**config.mk**
```make
export PLATFORM = sky130hd
export DESIGN_NAME = if_fetch
export DESIGN_NICKNAME = d
export VERILOG_FILES = /design/src/rtl/if_fetch_pkg.sv /design/src/rtl/if_icache.sv /design/src/rtl/if_fetch.sv
export SDC_FILE = /design/constraint.sdc
export NUM_CORES = 1
export LEC_CHECK = 0
export CORE_ASPECT_RATIO = 1.1
export CORE_MARGIN = 5
export CORE_UTILIZATION = 27
export CTS_CLUSTER_SIZE = 12
export DETAILED_ROUTE_END_ITERATION = 16
export GPL_TIMING_DRIVEN = 0
export SETUP_SLACK_MARGIN = 0.05
export SLEW_MARGIN = 25
export SYNTH_ARGS = -nofsm -noshare
export SYNTH_HDL_FRONTEND = slang
export SYNTH_SLANG_ARGS = --single-unit
```
**constraint.sdc**
```tcl
create_clock -name clk -period 5.85 [get_ports clk]
set_input_delay 0.8775 -clock clk [delete_from_list [all_inputs] [get_ports clk]]
set_output_delay 0.8775 -clock clk [all_outputs]
set_load 0.01 [all_outputs]
```
**src/rtl/if_fetch_pkg.sv**
```systemverilog
// if_fetch_pkg: shared constants and fetch state encodings for the instruction-fetch stage.
package if_fetch_pkg;
    localparam logic [31:0] ZeroWord  = 32'h0;
    localparam logic [2:0]  InstBytes = 3'd4;
    typedef enum logic {FetchState = 1'b0, FetchValid = 1'b1} fetch_state_e;
endpackage

```
**src/rtl/if_icache.sv**
```systemverilog
// if_icache: direct-mapped instruction cache (valid/tag/inst per entry), built only with ICACHE_EN.
`ifdef ICACHE_EN
module if_icache #(
    parameter int DEPTH = 64
) (
    input  logic        clk,
    input  logic        rst,
    input  logic [31:2] pc_i,
    input  logic        fill_i,
    input  logic [31:0] fill_inst_i,
    output logic        hit_o,
    output logic [31:0] inst_o
);
    localparam int IW = $clog2(DEPTH);
    logic [DEPTH-1:0]  valid_q;
    logic [31-IW-2:0]  tag_q  [DEPTH];
    logic [31:0]       data_q [DEPTH];
    logic [IW-1:0]     idx;
    logic [31-IW-2:0]  tag;
    assign idx    = pc_i[IW+1:2];
    assign tag    = pc_i[31:IW+2];
    assign hit_o  = valid_q[idx] && (tag_q[idx] == tag);
    assign inst_o = data_q[idx];
    always_ff @(posedge clk or negedge rst) begin
        if (!rst) valid_q <= '0;
        else if (fill_i) valid_q[idx] <= 1'b1;
    end
    always_ff @(posedge clk) begin
        if (fill_i) begin
            tag_q[idx]  <= tag;
            data_q[idx] <= fill_inst_i;
        end
    end
endmodule
`endif

```
**src/rtl/if_fetch.sv**
```systemverilog
// if_fetch: byte-serial instruction fetch feeding decode via flag/pc/inst, with stall hold and jump redirect.
// Optional direct-mapped instruction cache enabled by defining ICACHE_EN.
module if_fetch
    import if_fetch_pkg::*;
#(
    parameter logic [31:0] RESET_PC = 32'h0
`ifdef ICACHE_EN
    , parameter int ICACHE_DEPTH = 64
`endif
) (
    input  logic        clk,
    input  logic        rst,
    input  logic        stall_i,
    input  logic        jump_i,
    input  logic [31:0] jump_addr_i,
    input  logic        mem_grant_i,
    input  logic [7:0]  mem_data_i,
    output logic        mem_req_o,
    output logic [31:0] mem_addr_o,
    output logic        flag_o,
    output logic [31:0] pc_o,
    output logic [31:0] inst_o
);
    fetch_state_e state_q, state_d;
    logic [31:0]  pc_q, pc_d, inst_q, inst_d;
    logic [2:0]   req_cnt_q, req_cnt_d, rcv_cnt_q, rcv_cnt_d;
    logic         pend_q, pend_d, discard_q, discard_d;
    logic         gnt, rx, done, hit;
    logic [31:0]  hit_inst;
`ifdef ICACHE_EN
    logic lookup, hit_raw, fill;
    // Lookup only in the first FETCH cycle, before any byte has been requested.
    assign lookup = (state_q == FetchState) && (req_cnt_q == 3'd0) && (rcv_cnt_q == 3'd0);
    assign hit    = lookup && hit_raw;
    assign fill   = done && !jump_i;
    if_icache #(.DEPTH(ICACHE_DEPTH)) u_icache (
        .clk         (clk),
        .rst         (rst),
        .pc_i        (pc_q[31:2]),
        .fill_i      (fill),
        .fill_inst_i (inst_d),
        .hit_o       (hit_raw),
        .inst_o      (hit_inst)
    );
`else
    assign hit      = 1'b0;
    assign hit_inst = ZeroWord;
`endif
    // Gated by rst so the request drops the instant reset asserts.
    assign mem_req_o  = rst && (state_q == FetchState) && (req_cnt_q != InstBytes) && !hit;
    assign mem_addr_o = mem_req_o ? pc_q + {29'b0, req_cnt_q} : ZeroWord;
    assign flag_o     = (state_q == FetchValid);
    assign pc_o       = flag_o ? pc_q : ZeroWord;
    assign inst_o     = flag_o ? inst_q : ZeroWord;
    assign gnt        = mem_req_o && mem_grant_i;
    assign rx         = pend_q && !discard_q;
    assign done       = rx && (rcv_cnt_q == InstBytes - 3'd1);
    always_comb begin
        state_d   = state_q;
        pc_d      = pc_q;
        inst_d    = inst_q;
        req_cnt_d = req_cnt_q + {2'b0, gnt};
        rcv_cnt_d = rcv_cnt_q + {2'b0, rx};
        pend_d    = gnt;
        discard_d = 1'b0;
        if (rx) inst_d[{rcv_cnt_q[1:0], 3'b000} +: 8] = mem_data_i;
        if (jump_i) begin
            state_d   = FetchState;
            pc_d      = jump_addr_i;
            req_cnt_d = 3'd0;
            rcv_cnt_d = 3'd0;
            discard_d = gnt;
        end else if (state_q == FetchValid) begin
            if (!stall_i) begin
                state_d   = FetchState;
                pc_d      = pc_q + 32'd4;
                req_cnt_d = 3'd0;
                rcv_cnt_d = 3'd0;
            end
        end else if (hit) begin
            state_d = FetchValid;
            inst_d  = hit_inst;
        end else if (done) begin
            state_d = FetchValid;
        end
    end
    always_ff @(posedge clk or negedge rst) begin
        if (!rst) begin
            state_q   <= FetchState;
            pc_q      <= RESET_PC;
            inst_q    <= ZeroWord;
            req_cnt_q <= 3'd0;
            rcv_cnt_q <= 3'd0;
            pend_q    <= 1'b0;
            discard_q <= 1'b0;
        end else begin
            state_q   <= state_d;
            pc_q      <= pc_d;
            inst_q    <= inst_d;
            req_cnt_q <= req_cnt_d;
            rcv_cnt_q <= rcv_cnt_d;
            pend_q    <= pend_d;
            discard_q <= discard_d;
        end
    end
endmodule
```
* Word level (Yosys, flattened, before mapping) *
Index checks and enable logic that the tools add are counted.
W data, S select, Z words.

storage, ports and cells
  flip-flop bits (word level) = 73
  output and inout bits = 98
  input port bits = 45

operators by class
  mux-type cells = 18
  bitwise operators = 1
  equal/unequal tests = 3
  $add $sub $neg = 5
  shift operators = 2
  reduce and logical (&&, ||, !) cells = 8

operators by type and width
  kind                      count
  $mux W32                  6
  $add A32 B3 Y32           1
  $add A32 B3 Y32 const B   1
  $bwmux W32                1
  $shift A8 B7 Y32 const A  1
  $shiftx A8 B7 Y32         1
  $mux W3                   6
  $neg A5 Y7                1
  $add A3 B1 Y3             2
  $logic_and A1 B1 Y1       5
  $mux W1                   5
  $eq A3 B2 Y1 const B      1
  $ne A3 B3 Y1 const B      1
  $ne A2 B1 Y1 const B      1
  $reduce_and A2 Y1         1
  $reduce_bool A2 Y1        1
  $logic_not A1 Y1          1
  $not A1 Y1                1

* Logic depth before layout (Yosys ltp) *
Gate-level depths: netlist of run 1.

  word-level depth = 8
  depth in mapped cells = 10
  mapped depth without buffers = 8

* Worst setup path after synthesis of run 1 *
No wires, ideal clock.

  path kind = flip-flop to output port
  from = register req_cnt_q[0]
  to = output port mem_addr_o[24]
  slack = 2.653 ns
  stages on the path, launching flop included = 8
  data required time = 4.973 ns
  buffers on the path = 1
  arrival time = 2.320 ns
  cells stage by stage = dfrtp_1 > ha_1 > inv_1 > fa_1 > nand2b_1 > a2111o_1 > clkbuf_1 > o41ai_1

on the way
  longest elaborated chain between the ends = 3

RTL lines
  what                                                                     line             source
  from (decl)                                                              if_fetch.sv:26   logic [2:0] req_cnt_q, req_cnt_d, rcv_cnt_q, rcv_cnt_d;
  from (signal assigned)                                                   if_fetch.sv:100  req_cnt_q <= req_cnt_d;
  parallel branches: the longest is 2 deep, another holds $add A32 B3 Y32  --
  $mux W32 (*)                                                             if_fetch.sv:51   assign mem_addr_o = mem_req_o ? pc_q + {29'b0, req_cnt_q} : ZeroWord;
  to (decl)                                                                if_fetch.sv:19   output logic [31:0] mem_addr_o,

Mark *: on every way between the ends.

* Worst setup path after layout of run 1 *
  from = input port rst
  to = output port mem_addr_o[28]

on the way
  longest elaborated chain between the ends = 3

RTL lines
  what                               line            source
  from (decl)                        if_fetch.sv:12  input logic rst,
  $logic_and A1 B1 Y1 (2 in series)  if_fetch.sv:50  assign mem_req_o = rst && (state_q == FetchState) && (req_cnt_q != InstBytes) && !hit;
  $mux W32                           if_fetch.sv:51

Every way passes these cells.

==> results.py, run 1 <==
metrics = {
    "status": {
        "status": "complete, no violations",
    },
    "clock_tree": {
        "cts_setup_buffers": 0,
        "clk_latency_ns": 0.34,
        "clkTransAtPathRegs_ns": 0.06,
        "postCtsHoldBufs": 0,
        "cts_max_level": 3,
        "cts_tree": "yes",
        "clockBufferDepth": 2,
        "cts_resized": 0,
        "clock_sinks": 73,
        "numCtsBuffers": 9,
        "root_buffer": "clkbuf_16",
    },
    "synth": {
        "synth_edf_count": 0,
        "avgSynthCellArea_um2": 8.74,
        "synth_cells": 554,
        "ys_async_sr_fraction_pct": 100,
        "syn_area_mm2": 0.00484,
        "synth-seq-cells": 73,
        "ys.flop_type": "dfrtp_1",
        "synth_cell_types": 53,
        "synth_top_cell_area_share_pct": 37.7,
        "synth_nets": 613,
        "synth_top_cell_by_area": "dfrtp_1",
        "yosysSeqAreaShare_pct": 37.7,
        "synthTopCellsByArea": "dfrtp_1, and2_1, nand2_1",
        "synth_commonest_cells": "dfrtp_1, and2_1, nand2_1",
        "synth-warning-count": 0,
        "yosysMostFrequentCell": "dfrtp_1",
    },
    "finish": {
        "nets": 768,
        "fillers": 1800,
        "diodes": 0,
        "drive_gt1_share_pct": 8.26,
        "syn2layout_area_growth_pct": 42.3,
        "final_area_mm2": 0.00689,
    },
    "worst_setup_path": {
        "slowest_stage": "clkdlybuf4s50_1",
        "start_kind": "primary input",
        "cp.required_ns": 4.97,
        "crit_path_frequent_cell": "clkbuf_1",
        "path_cells": "buf_4 > buf_16 > nand2b_1 > or2_2 > clkbuf_1 > inv_1 > clkbuf_1 > o311ai_0 > o41ai_1 > clkdlybuf4s50_1",
        "critical_path_class": "primary input to output port",
        "r2r_cells": 9,
        "reg2reg_to": "req_cnt_q[1]",
        "reg2reg_from": "req_cnt_q[1]",
        "r2r_slack_ns": 2.88,
        "cpPeakStageDelay_ns": 0.64,
        "cp_max_fo": 49,
        "end_kind": "output port",
        "cp_data_arrival_time_ns": 3.85,
    },
    "global_routing": {
        "grt_max_degree": 50,
        "grt_pass1_wl_um": 26700,
        "overflow": 0,
        "grt_use_total_pct": 16.7,
        "antenna_found_initial": 0,
        "grt_pass1_vias": 4872,
    },
    "sta": {
        "fin_crit_ns": 4.73,
        "relSlewSlack_pct": 41.1,
        "rsz0062_at_grt": "no",
        "finalCritPeriodShare_pct": 80.8,
        "setup_viol": 0,
        "fmaxAchievable_mhz": 212,
        "tightest_slew_ns": 0.881,
        "skew_ns": 0.00787,
        "slew_viol_final": 0,
        "fin_ws_ns": 1.12,
        "finalHoldViolations": 0,
    },
    "pwr": {
        "power_density_mw_per_mm2": 198,
        "design_power_total_mw": 1.37,
        "p_leak_nw": 2.64,
        "irDropWorstVdd_mv": 0.128,
    },
    "detailed_routing": {
        "dr.pass1.iters": 4,
        "vias_per_cell": 5.06,
        "avgRoutedWirePerCell_um": 18.0,
        "drc": 0,
        "num_vias": 4820,
        "drt_iter0_drc": 333,
        "drt-total-wl_um": 17100,
        "final_antenna_net_count": 0,
    },
    "worst_hold_path": {
        "hold_class": "primary input to async pin",
    },
    "floorplanning": {
        "rows": 51,
        "dieHeight_um": 150,
        "die_w_um": 138,
        "initial_core_util_pct": 27.4,
        "core_mm2": 0.0177,
        "io_pins": 143,
        "die_area_mm2": 0.0207,
    },
    "placed_design": {
        "placed_area_mm2": 0.00659,
        "gp_congestion": 0.819,
        "io_buffer_count": 142,
        "post-place-ws_ns": 1.09,
        "place_hpwl_um": 12700,
    },
    "job": {
        "max_cap_viol_count": 0,
    },
}
[area by class of cell]
class                      count  area, µm²  area share [%]
multi-input combinational    428       2790            40.5
sequential                    73       1830            26.5
timing repair buffer         144       1450            21.1
tap                          238        298            4.32
clock buffer                  10        239            3.47
buffer                        42        193            2.80
clock inverter                 6       48.8           0.708
inverter                      11       41.3           0.599
[cells by family after synthesis]
logic type	share of synthesized area [%]
compound gates	17.2
xor+xnor	3.62
fa+ha+maj	3.77
buf+inv	4.83
flops	37.7
mux	1.29
simple gates	31.6
[placed cells by master (no fill, tap or decap), types with 3 or more instances in the layout]
cell / count
o211ai_1: 3
ha_1: 13
a21oi_1: 17
or2_2: 6
o311ai_0: 5
o21ai_0: 38
a31oi_1: 14
nand2_1: 57
clkdlybuf4s50_1: 141
nand4_1: 11
or3_1: 18
xnor2_1: 13
or4_1: 19
buf_2: 12
nor3_1: 7
nor2b_1: 5
and2_1: 70
and4_1: 8
inv_6: 3
xor2_1: 7
clkbuf_16: 9
nand3_1: 12
clkbuf_1: 24
nor4_1: 4
buf_4: 5
o41ai_1: 3
mux2i_1: 4
a22o_1: 24
inv_1: 10
nor2_1: 27
dfrtp_1: 73
o31ai_1: 14
[power breakdown]
| group | leakage [nW] | switching (mW) | internal, mW | total [mW] |
|---|---|---|---|---|
| Clock | 0.144 | 0.234 | 0.304 | 0.538 |
| Sequential | 0.934 | 0.0325 | 0.541 | 0.573 |
| Combinational | 1.57 | 0.141 | 0.115 | 0.256 |
[worst max-delay path by stage]
stage	to	startpoint	depth (start not counted)
floorplan	mem_addr_o[24]	req_cnt_q[0]	7
global placement	mem_addr_o[28]	rst	9
detailed placement	mem_addr_o[28]	rst	10
CTS	mem_addr_o[28]	rst	10
global route	mem_addr_o[28]	rst	10
finish	mem_addr_o[28]	rst	10
[metrics by stage]
| step | hold WS [ns] | setup TNS (ns) | instances | utilization (%) |
|---|---|---|---|---|
| after floorplan | 0.442 | 0 | 554 | - |
| after global routing | 0.466 | 0 | 952 | 39.0 |
| final | 0.454 | 0 | 952 | 39.0 |
| after global placement | 0.458 | -55.09 | 934 | 37.1 |
| after CTS | 0.455 | 0 | 951 | 38.9 |
| after detailed placement | 0.464 | 0 | 935 | 37.3 |
[critical path, delay by kind of cell]
family	cells	cell delay, ns
buffers and inverters	6	1.97
AOI/OAI and AO/OA	2	0.37
and+or+nand+nor	2	0.58
[metal layers]
metal	track usage (%)	vias up	wire [µm]
met5	0	-	0
met1	22.8	2290	7710
met3	3.58	23	1200
met2	26.4	186	7940
met4	5.14	0	291
li1	-	2321	-
[flip-flops by register name (all words and copies together) (netlist names)]
register and count:
req_cnt_q 3, pc_q 32, inst_q 32, pend_q 1, flag_o 1, discard_q 1
rcv_cnt_q 3
Note: power is estimated with default switching activity, not from simulation.
==> run 2: changes to the inputs <==
==> constraint.sdc (replaced) <==
create_clock -name clk -period 4.95 [get_ports clk]
set_input_delay 0.7425 -clock clk [delete_from_list [all_inputs] [get_ports clk]]
set_output_delay 0.7425 -clock clk [all_outputs]
set_load 0.01 [all_outputs]
==> results of run 2 <==
The final DEF is identical to that of run 1. Status: complete, no violations.
Among the figures that moved: setup slack after placement 1.09 ns -> 0.463 ns; setup slack after layout 1.12 ns -> 0.492 ns; hold slack 0.454 ns -> 0.319 ns; register-to-register setup slack 2.88 ns -> 1.98 ns; total power 1.37 mW -> 1.62 mW; worst IR drop on VDD 0.128 mV -> 0.151 mV
